### src/rtl/scan_sequencer_4.sv
// scan_sequencer_4
//   Programmable 4-bit index sequencer feeding a 4-to-16 decoder stage.
//   The index steps once every (dvsr+1) clocks while running, in up, down,
//   ping-pong or hold pattern, and a one-cycle wrap pulse marks each sweep.
// Ports:
//   clk    - system clock, rising edge
//   reset  - synchronous, active-high reset
//   start  - 1 = begin or restart scanning (stop wins when both are high)
//   stop   - 1 = halt scanning, index frozen
//   mode   - 00 up, 01 down, 10 ping-pong, 11 hold
//   dvsr   - step period minus one, in clk cycles
//   en     - decoder enable (registered, 1 while running)
//   a      - decoder select index (registered)
//   wrap   - one-cycle pulse when a step wraps the sequence (registered)
module scan_sequencer_4 #(
  parameter int unsigned DVSR_W = 16
) (
  input  logic              clk,
  input  logic              reset,
  input  logic              start,
  input  logic              stop,
  input  logic [1:0]        mode,
  input  logic [DVSR_W-1:0] dvsr,
  output logic              en,
  output logic [3:0]        a,
  output logic              wrap
);

  typedef enum logic {IDLE, RUN} state_t;
  typedef enum logic {DIR_UP, DIR_DOWN} dir_t;
  typedef enum logic [1:0] {M_UP = 2'b00, M_DOWN = 2'b01, M_PING = 2'b10, M_HOLD = 2'b11} mode_t;

  state_t            state_q, state_d;
  dir_t              dir_q, dir_d;
  logic [DVSR_W-1:0] presc_q, presc_d;
  logic [3:0]        a_q, a_d;
  logic              en_q, en_d;
  logic              wrap_q, wrap_d;
  logic [3:0]        load_a;
  mode_t             mode_m;

  assign mode_m = mode_t'(mode);

  always_comb begin
    unique case (mode_m)
      M_DOWN:  load_a = 4'hf;
      M_HOLD:  load_a = a_q;
      default: load_a = 4'h0;
    endcase
  end

  always_comb begin
    state_d = state_q;
    dir_d   = dir_q;
    presc_d = presc_q;
    a_d     = a_q;
    wrap_d  = 1'b0;
    unique case (state_q)
      IDLE: begin
        presc_d = '0;
        if (start && !stop) begin
          state_d = RUN;
          a_d     = load_a;
          dir_d   = DIR_UP;
        end
      end
      RUN: begin
        if (stop) begin
          state_d = IDLE;
          presc_d = '0;
        end else if (start) begin
          a_d     = load_a;
          presc_d = '0;
          dir_d   = DIR_UP;
        end else if (presc_q >= dvsr) begin
          // >= rather than == so a lowered dvsr steps immediately
          presc_d = '0;
          unique case (mode_m)
            M_UP: begin
              a_d    = a_q + 4'd1;
              wrap_d = (a_q == 4'hf);
            end
            M_DOWN: begin
              a_d    = a_q - 4'd1;
              wrap_d = (a_q == 4'h0);
            end
            M_PING: begin
              if (a_q == 4'hf) begin
                a_d   = 4'he;
                dir_d = DIR_DOWN;
              end else if (a_q == 4'h0) begin
                a_d   = 4'h1;
                dir_d = DIR_UP;
              end else if (dir_q == DIR_UP) begin
                a_d = a_q + 4'd1;
              end else begin
                a_d    = a_q - 4'd1;
                wrap_d = (a_q == 4'h1);
              end
            end
            default: ;
          endcase
        end else begin
          presc_d = presc_q + 1'b1;
        end
      end
      default: state_d = IDLE;
    endcase
    if (mode_m != M_PING) dir_d = DIR_UP;
    en_d = (state_d == RUN);
  end

  always_ff @(posedge clk) begin
    if (reset) begin
      state_q <= IDLE;
      dir_q   <= DIR_UP;
      presc_q <= '0;
      a_q     <= '0;
      en_q    <= 1'b0;
      wrap_q  <= 1'b0;
    end else begin
      state_q <= state_d;
      dir_q   <= dir_d;
      presc_q <= presc_d;
      a_q     <= a_d;
      en_q    <= en_d;
      wrap_q  <= wrap_d;
    end
  end

  assign en   = en_q;
  assign a    = a_q;
  assign wrap = wrap_q;

endmodule

### config.mk
export PLATFORM = sky130hd
export DESIGN_NAME = scan_sequencer_4
export DESIGN_NICKNAME = d
export VERILOG_FILES = /design/src/rtl/scan_sequencer_4.sv
export SDC_FILE = /design/constraint.sdc
export NUM_CORES = 1
export LEC_CHECK = 0
export CAP_MARGIN = 20
export CORE_MARGIN = 2
export CORE_UTILIZATION = 35
export CTS_CLUSTER_SIZE = 20
export DETAILED_ROUTE_END_ITERATION = 16
export HOLD_SLACK_MARGIN = 0.08
export RECOVER_POWER = 25
export SYNTH_ARGS = -nofsm -noshare
export SYNTH_HDL_FRONTEND = slang
export SYNTH_SLANG_ARGS = --single-unit
### constraint.sdc
create_clock -name clk -period 5.6 [get_ports clk]
set_clock_uncertainty 0.1 [all_clocks]
set_input_delay 0.56 -clock clk [delete_from_list [all_inputs] [get_ports clk]]
set_output_delay 0.56 -clock clk [all_outputs]
set_load 0.005 [all_outputs]
# Word level (Yosys, flattened, before mapping)
# Cells that the tools add are included.
# classes
add_sub_neg	3
order_cmp	1
n_eq_ne	12
muxes	29
bitwise_logic	2
reduce_logical	8
# op_table
operator	count
$mux W16	3
$pmux W16 S2	1
$mux W4	7
$add A16 B1 Y16 const B	1
$ge A16 B16 Y1	1
$pmux W4 S2	2
$mux W1	12
$pmux W4 S3	1
$ne A2 B2 Y1 const B	3
$ne A3 B2 Y1 const B	2
$ne A5 B2 Y1 const B	1
$reduce_and A5 Y1	1
$reduce_or A5 Y1	1
$add A4 B1 Y4 const B	1
$eq A2 B2 Y1 const B	2
$eq A4 B1 Y1 const B	1
$eq A4 B4 Y1 const B	1
$logic_not A4 Y1	1
$ne A4 B2 Y1 const B	1
$pmux W1 S2	2
$reduce_and A4 Y1	1
$sub A4 B1 Y4 const B	1
$pmux W1 S3	1
$eq A2 B1 Y1 const B	1
5 further kinds	6
# word_totals
ff_bits	23
inputBits	22

# Logic depth before layout (Yosys ltp)
# logic_depth
depth_word	9
mapped_depth	10

# Worst setup path before layout
# OpenSTA, ideal clock, no wires.
# synth_timing
path_type	input port to flip-flop
from	input port dvsr[7]
to	register presc_q[7]
setup_time_ns	0.062
arrival_ns	2.410
required_time_ns	5.438
path_slack_ns	3.028
stages	9
cell_sequence	inv_1 -> ha_1 -> a21o_1 -> a2111oi_4 -> o21ai_2 -> or4_4 -> buf_6 -> buf_12 -> nor2_4
# synth_between
elab_chain_cells	5
# synth_lines
element	line	rtl
from (decl)	23	input logic [DVSR_W-1:0] dvsr,
$ge A16 B16 Y1	75	end else if (presc_q >= dvsr) begin
$mux W16	75	
$mux W16	71	end else if (start) begin
$mux W16	68	if (stop) begin
$pmux W16 S2	58	unique case (state_q)
to (signal assigned)	124	presc_q <= presc_d;
to (decl)	35	logic [DVSR_W-1:0] presc_q, presc_d;
# Every way passes these cells.
# A chain may end at the register's enable or synchronous reset.

# Final worst setup path
# layout_timing
from	input port dvsr[7]
to	register presc_q[14]
# The elaborated chain is that of the path after synthesis.

==> metrics.yaml <==
power:
  p_per_area_nw_per_um2: 145
  power_leakage_nw: 0.925
  peakVddDrop_v: 0.0000794
status:
  outcome: "completed"
routing:
  drc: 0
  wl_per_cell_um: 11.7
  drtAntennaViolNets: 0
  vias: 1653
  drt_iter0_markers: 53
  drt_wl_total_mm: 3.89
  drt_first_pass_iters: 4
  routed_via_density: 4.98
synth:
  syn_inst: 239
  ys_warn_count: 0
  synth-compound-area-share_pct: 18.9
  synth_area_leader_cell: "dfxtp_1"
  synthMuxAreaShare_pct: 0
  synth_area_um2: 1920
  synth_edf_count: 0
  synth_top_flop_cell: "dfxtp_1"
  netlist.area_leader.share_pct: 24.0
  synth_xor_area_share_pct: 6.85
  synth_cell_type_count: 45
  synth_fa_ha_area_share_pct: 15.7
  synth_fp_nets: 285
  netlist_top_cells_count: "ha_1 (24), inv_1 (24), dfxtp_1 (23)"
  synthTopCellsByArea: "dfxtp_1 (24%), ha_1 (16%), xor2_1 (5.0%)"
  synthArstFlopShare_pct: 0
  synth.avg_cell_area_um2: 8.02
  ys_ff_latch: 23
  synth.yosys.seq_area_share_pct: 24.0
  yosys.area_share.simple_pct: 27.1
  synth_top_family_by_area: "simple AND/OR/NAND/NOR gates"
sta:
  timing.hold.ws_ns: 0.423
  rsz0062_at_grt: "false"
  final-setup-viol-count: 0
  fin_crit_sh_pct: 51.0
  finalHoldViolCount: 0
  slew_viol_final: 0
  slew_headroom_pct: 65.6
  tns_ns: 0
  worst_slew_pin_slew_ns: 0.516
  min_period_ns: 2.86
  max_freq_ghz: 0.350
cts:
  post-cts-setup-buffer-count: 0
  clockBufferDepth: 2
  clkLatencyLatePin_ns: 0.26
  clock_sinks: 23
  cts_made_buffers: 3
  path_clk_slew_ns: 0.08
  cts_root_buf: "clkbuf_8"
  tritoncts: "built"
  h-tree-depth: 1
  cts-resized-gates: 0
  cts_hold_buf: 0
floorplanning:
  initial_core_util_pct: 36.8
  die_h_um: 78.0
  fp.dieW_um: 78.0
  rows: 26
  coreArea_um2: 5200
  io_pins: 28
  dieArea_um2: 6080
min_path:
  hold_class: "register to register"
  hp-start: "presc_q[0]"
  hold-path-cell-count: 1
setup_path:
  r2r_cells: 8
  rrSetupSlack_ns: 3.09
  endpoint_kind: "register"
  cp_slowest_cell: "or4_4"
  cp_max_fo: 16
  worstPathCellList: "clkdlybuf4s50_1 -> inv_1 -> ha_1 -> a21o_1 -> a2111oi_4 -> o21ai_2 -> or4_4 -> nor2_1"
  critical-path-top-delay-family: "simple AND/OR/NAND/NOR gates"
  crit_path_start_kind: "primary input"
  cp_num_buf_inv: 2
  timing.rr.start: "presc_q[0]"
  critPathArrivalTime_ns: 2.96
  slowest_delay_ns: 0.69
  worstPathRequired_ns: 5.70
  cp_num_cells: 8
  r2r-end: "presc_q[14]"
  crit_type: "primary input to register"
  endpoint: "presc_q[14]"
  cp-startpoint: "dvsr[7]"
final_layout:
  layout-drive-gt1-share_pct: 6.87
  area_growth_pct: 18.2
  fin_nets: 309
  final_cell_area_um2: 2270
  diodes: 0
place:
  place_area_um2: 2220
  gp_congestion: 0.791
  io_buffers: 27
  dp_hpwl_mm: 3.02
global_routing:
  grt_pass1_vias: 1500
  grt_first_pass_wirelength_mm: 6.78
  grt_max_degree: 18
  gr-total-overflow: 0
  grt_usage_pct: 13.5
  antenna_found_initial: 0
run:
  maxCapViolCount: 0
-- worst register-to-register path, stage by stage (launching register included) --
cell and delay, ns:
dfxtp_1 0.46, inv_1 0.07, ha_1 0.27, nor2_1 0.09
a21oi_1 0.11, a2111oi_4 0.36, o21ai_2 0.14, or4_4 0.69
nor2_1 0.16
-- layer usage --
layer	up-vias	global-route usage (%)	share of wire, %
met1	735	19.2	52
met4	0	3.16	0.93
met2	33	20.5	42
li1	881	-	-
met3	4	3.26	4.7
met5	-	0	0
-- metrics by stage --
step | utilization (%) | std cells | total power [mW] | setup WS, ns
floorplan | - | 239 | 0.206 | 3.03
global placement | 42.7 | 328 | 0.231 | 2.51
detailed placement | 42.7 | 328 | 0.232 | 2.46
CTS | 43.5 | 332 | 0.334 | 2.73
global route | 43.5 | 332 | 0.347 | 2.65
finish | 43.5 | 332 | 0.329 | 2.74
-- cell usage in the layout, fill, tap and decap left out, types with 3 or more instances in the layout --
master and count:
and2_1 3, o211ai_1 3, nor3_1 5, inv_1 24, a21oi_1 17, clkbuf_8 3
and3_1 3, nor2_1 21, xor2_1 11, xnor2_1 4, nand2b_1 4, clkdlybuf4s50_1 20
nor2_4 8, o22ai_1 4, o31ai_1 3, ha_1 24, dlygate4sd3_1 7, a31oi_1 4
nor2b_1 6, dfxtp_1 23, o21ai_0 8, nand3_1 9, nand2_1 16
-- sequential cells by signal, summed over array words and instances, names as in the netlist --
name     flops
dir_q        1
en           1
presc_q     16
wrap         1
a            4
-- worst min path at each step --
| stage | endpoint | slack, ns |
|---|---|---|
| detailed placement | presc_q[0] | 0.40 |
| finish | presc_q[0] | 0.42 |
| global route | presc_q[0] | 0.46 |
| CTS | presc_q[0] | 0.42 |
| floorplan | presc_q[0] | 0.36 |
| global placement | presc_q[0] | 0.40 |
-- logic make-up (layout without fill, tap and decap cells) --
family / after synthesis / after routing
adder cells (fa/ha/maj): 24 / 24
AND/OR/NAND/NOR: 91 / 91
XOR/XNOR: 15 / 15
buffers and inverters: 32 / 55
flip-flops: 23 / 23
AO/OA/AOI/OAI: 54 / 54
-- cell type report --
| type | count | area [um^2] |
|---|---|---|
| Sequential cell | 23 | 460 |
| Fill cell | 549 | 2940 |
| Multi-Input combinational cell | 184 | 1310 |
| Timing Repair Buffer | 27 | 270 |
| Inverter | 24 | 90.1 |
| Clock buffer | 4 | 45.0 |
| Tap cell | 70 | 87.6 |
-- where the power goes --
part	total, mW	switching, mW	internal [mW]	leakage, nW
logic	0.0580	0.0279	0.0301	0.716
clock network	0.102	0.0515	0.0507	0.0228
registers	0.169	0.00415	0.165	0.186
No activity file was read; power rests on OpenSTA's default activity.
